### config.mk
export PLATFORM = sky130hd
export DESIGN_NAME = fm_phase_mux
export DESIGN_NICKNAME = d
export VERILOG_FILES = /design/src/rtl/fm_phase_mux.sv
export SDC_FILE = /design/constraint.sdc
export NUM_CORES = 1
export LEC_CHECK = 0
export CELL_PAD_IN_SITES_DETAIL_PLACEMENT = 1
export CELL_PAD_IN_SITES_GLOBAL_PLACEMENT = 2
export CORE_UTILIZATION = 28
export DETAILED_ROUTE_END_ITERATION = 8
export PLACE_DENSITY_LB_ADDON = 0.1
export SLEW_MARGIN = 10
export SYNTH_ARGS = -nofsm -noshare
export SYNTH_HDL_FRONTEND = slang
export SYNTH_SLANG_ARGS = --single-unit
### constraint.sdc
create_clock -name aclk -period 4.27 [get_ports aclk]
set_clock_uncertainty 0.2 [all_clocks]
set_input_delay 0.854 -clock aclk [delete_from_list [all_inputs] [get_ports aclk]]
set_output_delay 0.854 -clock aclk [all_outputs]
set_load 0.005 [all_outputs]
### src/rtl/fm_phase_mux.sv
// fm_phase_mux: selects a phase-increment word per accepted beat (constant
// carrier, offset-binary passthrough or carrier + scaled signed signal) and
// presents it through a 2-entry skid buffer. All outputs come straight from
// registers, so the master-side ready has no combinational path to the
// slave-side ready. Samples arriving in carrier mode are counted and dropped.
module fm_phase_mux #(
    parameter int CARRIER_PINC_WIDTH = 32,
    parameter int SIGNAL_PHASE_WIDTH = 16,
    parameter int S_AXIS_TDATA_WIDTH = 16,
    parameter int M_AXIS_TDATA_WIDTH = 32,
    parameter int SHIFT_WIDTH        = 5,
    parameter int DROP_COUNT_WIDTH   = 32
) (
    input  logic                          aclk,
    input  logic                          aresetn,
    input  logic [1:0]                    mode,
    input  logic [CARRIER_PINC_WIDTH-1:0] phase_carrier,
    input  logic [SHIFT_WIDTH-1:0]        dev_shift,
    input  logic                          S_AXIS_tvalid,
    input  logic [S_AXIS_TDATA_WIDTH-1:0] S_AXIS_tdata,
    output logic                          S_AXIS_tready,
    input  logic                          M_AXIS_tready,
    output logic                          M_AXIS_tvalid,
    output logic [M_AXIS_TDATA_WIDTH-1:0] M_AXIS_tdata,
    output logic [DROP_COUNT_WIDTH-1:0]   drop_count
);

    localparam int M_W  = M_AXIS_TDATA_WIDTH;
    localparam int SP_W = SIGNAL_PHASE_WIDTH;
    localparam int SH_W = (M_W > 1) ? $clog2(M_W) : 1;

    typedef enum logic [1:0] {
        ST_EMPTY = 2'd0,
        ST_ONE   = 2'd1,
        ST_FULL  = 2'd2
    } buf_state_t;

    buf_state_t                  state_r;
    buf_state_t                  state_next_s;
    logic [M_W-1:0]              head_r;
    logic [M_W-1:0]              skid_r;
    logic                        m_valid_r;
    logic                        s_ready_r;
    logic [DROP_COUNT_WIDTH-1:0] drop_count_r;

    logic [SP_W-1:0] sig_raw_s;
    logic [SP_W-1:0] pass_raw_s;
    logic [M_W-1:0]  carrier_ext_s;
    logic [M_W-1:0]  sig_ext_s;
    logic [M_W-1:0]  beat_word_s;
    logic [SH_W-1:0] shift_amt_s;
    logic            carrier_sel_s;
    logic            pass_sel_s;
    logic            full_s;
    logic            s_hs_s;
    logic            gen_fire_s;
    logic            data_fire_s;
    logic            in_fire_s;
    logic            out_fire_s;
    logic            drop_s;

    assign sig_raw_s = S_AXIS_tdata[SP_W-1:0];

    // Decode the source mode; the reserved encoding behaves as carrier.
    always_comb begin
        carrier_sel_s = 1'b1;
        pass_sel_s    = 1'b0;
        case (mode)
            2'd1: begin
                carrier_sel_s = 1'b0;
                pass_sel_s    = 1'b1;
            end
            2'd2: begin
                carrier_sel_s = 1'b0;
                pass_sel_s    = 1'b0;
            end
            default: begin
                carrier_sel_s = 1'b1;
                pass_sel_s    = 1'b0;
            end
        endcase
    end

    // Build the phase word for a beat entering this cycle from the live config.
    always_comb begin
        carrier_ext_s = M_W'(phase_carrier);
        sig_ext_s     = M_W'($signed(sig_raw_s));
        // Adding half scale modulo 2^SP_W is just an MSB flip.
        pass_raw_s    = {~sig_raw_s[SP_W-1], sig_raw_s[SP_W-2:0]};
        if (32'(dev_shift) > 32'(M_W - 1)) begin
            shift_amt_s = SH_W'(M_W - 1);
        end else begin
            shift_amt_s = SH_W'(dev_shift);
        end
        if (carrier_sel_s) begin
            beat_word_s = carrier_ext_s;
        end else if (pass_sel_s) begin
            beat_word_s = M_W'(pass_raw_s);
        end else begin
            // Wraps modulo 2^M_W by construction.
            beat_word_s = carrier_ext_s + (sig_ext_s << shift_amt_s);
        end
    end

    // Handshake qualification and next buffer occupancy.
    always_comb begin
        full_s      = (state_r == ST_FULL);
        out_fire_s  = m_valid_r & M_AXIS_tready;
        s_hs_s      = S_AXIS_tvalid & s_ready_r;
        // s_ready_r doubles as the "out of reset" enable for the carrier generator.
        gen_fire_s  = carrier_sel_s & s_ready_r & ~full_s;
        data_fire_s = ~carrier_sel_s & s_hs_s & ~full_s;
        in_fire_s   = gen_fire_s | data_fire_s;
        // A ready-qualified sample that cannot be buffered is discarded and counted.
        drop_s      = s_hs_s & (carrier_sel_s | full_s);
        state_next_s = state_r;
        case (state_r)
            ST_EMPTY: begin
                if (in_fire_s) begin
                    state_next_s = ST_ONE;
                end else begin
                    state_next_s = ST_EMPTY;
                end
            end
            ST_ONE: begin
                if (in_fire_s && !out_fire_s) begin
                    state_next_s = ST_FULL;
                end else if (!in_fire_s && out_fire_s) begin
                    state_next_s = ST_EMPTY;
                end else begin
                    state_next_s = ST_ONE;
                end
            end
            ST_FULL: begin
                if (out_fire_s) begin
                    state_next_s = ST_ONE;
                end else begin
                    state_next_s = ST_FULL;
                end
            end
            default: begin
                state_next_s = ST_EMPTY;
            end
        endcase
    end

    // Buffer state, head/skid data, registered handshakes and the drop counter.
    always_ff @(posedge aclk) begin
        if (!aresetn) begin
            state_r      <= ST_EMPTY;
            head_r       <= {M_W{1'b0}};
            skid_r       <= {M_W{1'b0}};
            m_valid_r    <= 1'b0;
            s_ready_r    <= 1'b0;
            drop_count_r <= {DROP_COUNT_WIDTH{1'b0}};
        end else begin
            state_r   <= state_next_s;
            m_valid_r <= (state_next_s != ST_EMPTY);
            s_ready_r <= carrier_sel_s | (state_next_s != ST_FULL);
            if (drop_s && (drop_count_r != {DROP_COUNT_WIDTH{1'b1}})) begin
                drop_count_r <= drop_count_r + DROP_COUNT_WIDTH'(1);
            end
            case (state_r)
                ST_EMPTY: begin
                    if (in_fire_s) begin
                        head_r <= beat_word_s;
                    end
                end
                ST_ONE: begin
                    if (in_fire_s && out_fire_s) begin
                        head_r <= beat_word_s;
                    end else if (in_fire_s) begin
                        skid_r <= beat_word_s;
                    end
                end
                ST_FULL: begin
                    if (out_fire_s) begin
                        head_r <= skid_r;
                    end
                end
                default: begin
                    head_r <= head_r;
                end
            endcase
        end
    end

    assign S_AXIS_tready = s_ready_r;
    assign M_AXIS_tvalid = m_valid_r;
    assign M_AXIS_tdata  = head_r;
    assign drop_count    = drop_count_r;

endmodule

==> metrics.md <==
| Metric | Value |
|---|---|
| Slowest library cell on the worst path | `mux4_2` |
| Initial Util | `28.67%` |
| Standard-cell row count | `59` |
| Violation count after the first detailed-routing iteration | `380` |
| Max clock buf depth | `2` |
| Setup repair after global routing missed its margin | `yes` |
| Register bit total from synthesis | `100` |
| Detailed-route wire length per cell | `between 15 and 20 um` |
| Required arrival time at the worst endpoint | `between 4000 and 5000 ps` |
| Cts bufs inserted | `9` |
| Total global routing overflow | `0` |
| Port-buffer cells | `124` |
| Maximum number of pins on one net before global-route repair | `44` |
| Die extent in x | `about 170 um` |
| Count of unique library cells instantiated by Yosys | `73` |
| Async set-reset flop share out of synthesis | `0%` |
| Max-capacitance violation count | `0` |
| First drt pass iteration count | `6` |
| Ranking of synthesized cells by area | `dfxtp_1 27%, a21oi_1 7.1%, nor2_1 6.4%, nand2_1 6.2%, ha_1 6.0%` |
| Max-slew violations | `0` |
| Leak | `about 4.7 nW` |
| Final cycle utilization of the critical path | `97.81%` |
| Most instantiated flip-flop cell in the synthesis netlist | `dfxtp_1` |
| Number of hold buffers added after CTS | `0` |
| Area delta synth->final | `47.85%` |
| WS Path Type | `in2reg` |
| Worst hold path endpoint | `skid_r[3]$_SDFFE_PN0P_` |
| Post-layout utilization of the core | `a little over two fifths` |
| Worst-margin pin slew | `879.6 ps` |
| Clock-pin transition on the worst setup and hold timing paths | `roughly 70 ps` |
| Total GRT Usage | `22.14%` |
| # clock sinks | `100` |
| Register-to-register path setup slack | `between 1500 and 2000 ps` |
| Average cell area after synthesis | `7.434 um^2` |
| Status | `complete, but fails checks` |
| Number of cells on the worst hold path | `2` |
| Cells along the critical path | `buf_8 > buf_12 > mux4_2 > mux2_4 > mux2i_1 > o22ai_1 > ha_1 > buf_6 > nand4_1 > or3_1 > o221ai_2 > a21oi_2 > a21oi_2 > mux2i_1 > buf_4 > nand4_1 > o2111a_1` |
| Endpoint of the most critical register-to-register path | `drop_count[21]$_SDFFE_PN0P_` |
| Area post-placement | `slightly above 0.01 mm^2` |
| Count of antenna diodes in the layout | `0` |
| Logic depth of the worst path, buffers included | `17` |
| Post-Syn Area | `between 0.007 and 0.008 mm^2` |
| Worst supply voltage drop on vdd | `roughly 0.19 mV` |
| Violated checks | `design-rule violations` |
| Gpl congestion | `between 0.8 and 0.9` |
| Arrival time of data at the critical path endpoint | `between 4000 and 5000 ps` |
| Buffers and inverters on the worst path | `4` |
| Antenna violations before repair | `0` |
| Biggest area consumer among synthesized cells | `dfxtp_1` |
| Via count | `about 8300` |
| Max incr delay on CP | `~510 ps` |
| Crit path time final | `roughly 4200 ps` |
| Headroom to the max-slew limit | `between 40 and 50%` |
| Clock latency of the later-clocked register in the worst-skew pair | `350 ps` |
| Detail-routed via count per cell | `around 5.2` |
| Setup WS pre-CTS | `-955.2 ps` |
| Via count of the first global-routing pass | `approximately 8400` |
| Ratio of total power to cell area | `~290 mW/mm^2` |
| Crit path max-delay family | `multiplexers` |
| Final HPWL DP | `23.25 mm` |
| Final Net Count | `around 1400` |
| Die Span Y | `about 170 um` |
| Post-route worst setup slack | `a little over 90 ps` |
| Layout cells sized above 1 | `25.94%` |
| Worst r2r src | `drop_count[10]$_SDFFE_PN0P_` |
| Register-to-Register Path Depth | `10` |
| Total count of hold-check failures in the final report | `0` |
| TritonCTS clock tree | `yes` |
| Post-Route WL | `slightly below 30 mm` |
| Peak clock frequency supported by timing | `roughly 240 MHz` |
| Kind of capture point of the worst setup path | `flop` |
| Hold Crit Class | `reg2reg` |
| I/O pins | `roughly 130` |
| Core footprint | `between 0.02 and 0.03 mm^2` |
| Worst hold path startpoint | `skid_r[3]$_SDFFE_PN0P_` |
| Wire length of the first global-routing pass | `46.70 mm` |
| Sequential element share of the synthesized area | `between 20% and 30%` |
| Area of the die | `around 0.027 mm^2` |
| Share of the synthesized area in the top cell type | `approximately a quarter` |
| Number of synthesized flops with an enable pin | `0` |
| Top fanout value on the critical path | `7` |
| H-Tree Depth | `3` |
| Number of warnings reported in the yosys synthesis log | `0` |
| Startpoint kind of the worst setup timing path | `input pin` |
| Syn nets | `1104` |
| Final setup TNS | `0 ps` |
| Residual DRC | `14` |
| Root Driver | `clkbuf_16` |
| Setup violators final | `0` |
| Post-synthesis cell count | `between 1000 and 1500` |
| Routed Antenna Nets | `0` |
| Total power | `around 3.2 mW` |
| Final instance area | `roughly 0.011 mm^2` |
[cells by family (layout without fill, tap and decap cells)]
family,after synthesis,count (layout),synth area share [%]
flip-flops,100,100,26.72
AND/OR/NAND/NOR,381,381,23.56
multiplexers,41,41,7.013
XOR/XNOR,47,47,5.493
buffers and inverters,86,354,4.609
adder cells (fa/ha/maj),37,37,6.278
AO/OA/AOI/OAI,316,316,26.33
[worst max path at each step]
stage / from / end / slack, ps
after floorplan: dev_shift[0] / M_AXIS_tdata[31]$_SDFFE_PN0P_ / 5
after global placement: dev_shift[0] / M_AXIS_tdata[29]$_SDFFE_PN0P_ / -910
after detailed placement: dev_shift[0] / M_AXIS_tdata[17]$_SDFFE_PN0P_ / -960
after CTS: S_AXIS_tdata[2] / M_AXIS_tdata[25]$_SDFFE_PN0P_ / 4
after global routing: dev_shift[0] / M_AXIS_tdata[25]$_SDFFE_PN0P_ / -50
final: dev_shift[0] / M_AXIS_tdata[25]$_SDFFE_PN0P_ / 90
[per-layer routing]
layer,vias to the layer above,GRT usage (%),share of wire (%)
li1,4169,-,-
met1,4026,29.77,49
met2,122,36.95,46
met3,27,2.922,2.7
met4,0,5.785,2.2
met5,-,0,0
[what timing repair did]
action / in CTS / in global routing
gates resized for setup: 88 / 59
cloned: 1 / 0
pin swaps: 29 / 27
buffers inserted: 10 / 11
endpoints found under the setup margin: 48 / 45
[power breakdown]
| part | internal (mW) | total (mW) | switching [mW] |
|---|---|---|---|
| clock network | 0.406 | 0.799 | 0.393 |
| logic | 0.643 | 1.34 | 0.694 |
| registers | 0.991 | 1.03 | 0.0358 |
| total | 2.04 | 3.16 | 1.12 |
[synth_stat cells (5+ instances only)]
master    number
a31oi_1        9
a21oi_1      107
and3_1        15
nor2_1       127
o22ai_1       12
and2_1        12
o21bai_1       6
nand2b_1       6
buf_2          6
nand2_1      124
o21a_1         5
o211ai_1      13
clkbuf_1      53
mux2_2         6
nand3_1       32
mux2i_1       27
or3_1         10
o221ai_1       7
a21o_1        16
a211oi_1      12
inv_1         16
dfxtp_1      100
mux4_2         6
o211a_1        5
o21ai_0       79
nor3_1        15
ha_1          36
xor2_1        29
nor2b_1        8
nand4_1       11
xnor2_1       18
buf_1          7
[per-stage QoR]
stage / instances / hold slack [ps]
2_1_floorplan: 1008 / 232.3
3_3_place_gp: 1573 / 246.3
3_5_place_dp: 1573 / 251.3
4_1_cts: 1600 / 261.2
5_1_grt: 1611 / 281.3
6_report: 1611 / 261.4
[layout make-up]
type | count | area [um^2]
clock buffer | 9 | 225.2
multi-input combinational | 822 | 5549
inverter | 18 | 70.07
clock inverter | 7 | 58.81
sequential | 100 | 2002
fill | 3152 | 15050
timing repair buffer | 320 | 2755
tap | 335 | 419.2
[worst min-delay path, delay by kind of cell (launching register included)]
kind            cells  cell delay [ps]
flops               1              310
simple gates        1               50
compound gates      1               50
[placed cells by master (no fill, tap or decap), types with 18 or more instances in the layout]
cell type	Yosys	routed
buf_4	0	187
nor2_1	127	121
nand2_1	124	120
clkdlybuf4s50_1	0	104
dfxtp_1	100	100
a21oi_1	107	84
o21ai_0	79	63
ha_1	36	33
nand3_1	32	32
xor2_1	29	29
a21oi_2	2	24
mux2i_1	27	21
xnor2_1	18	18
[sequential cells by signal (all words and copies together), names as in the netlist]
register,count
M_AXIS_tvalid,1
drop_count,32
skid_r,32
S_AXIS_tready,1
M_AXIS_tdata,32
state_r,2
Note: power is estimated with default switching activity, not from simulation.
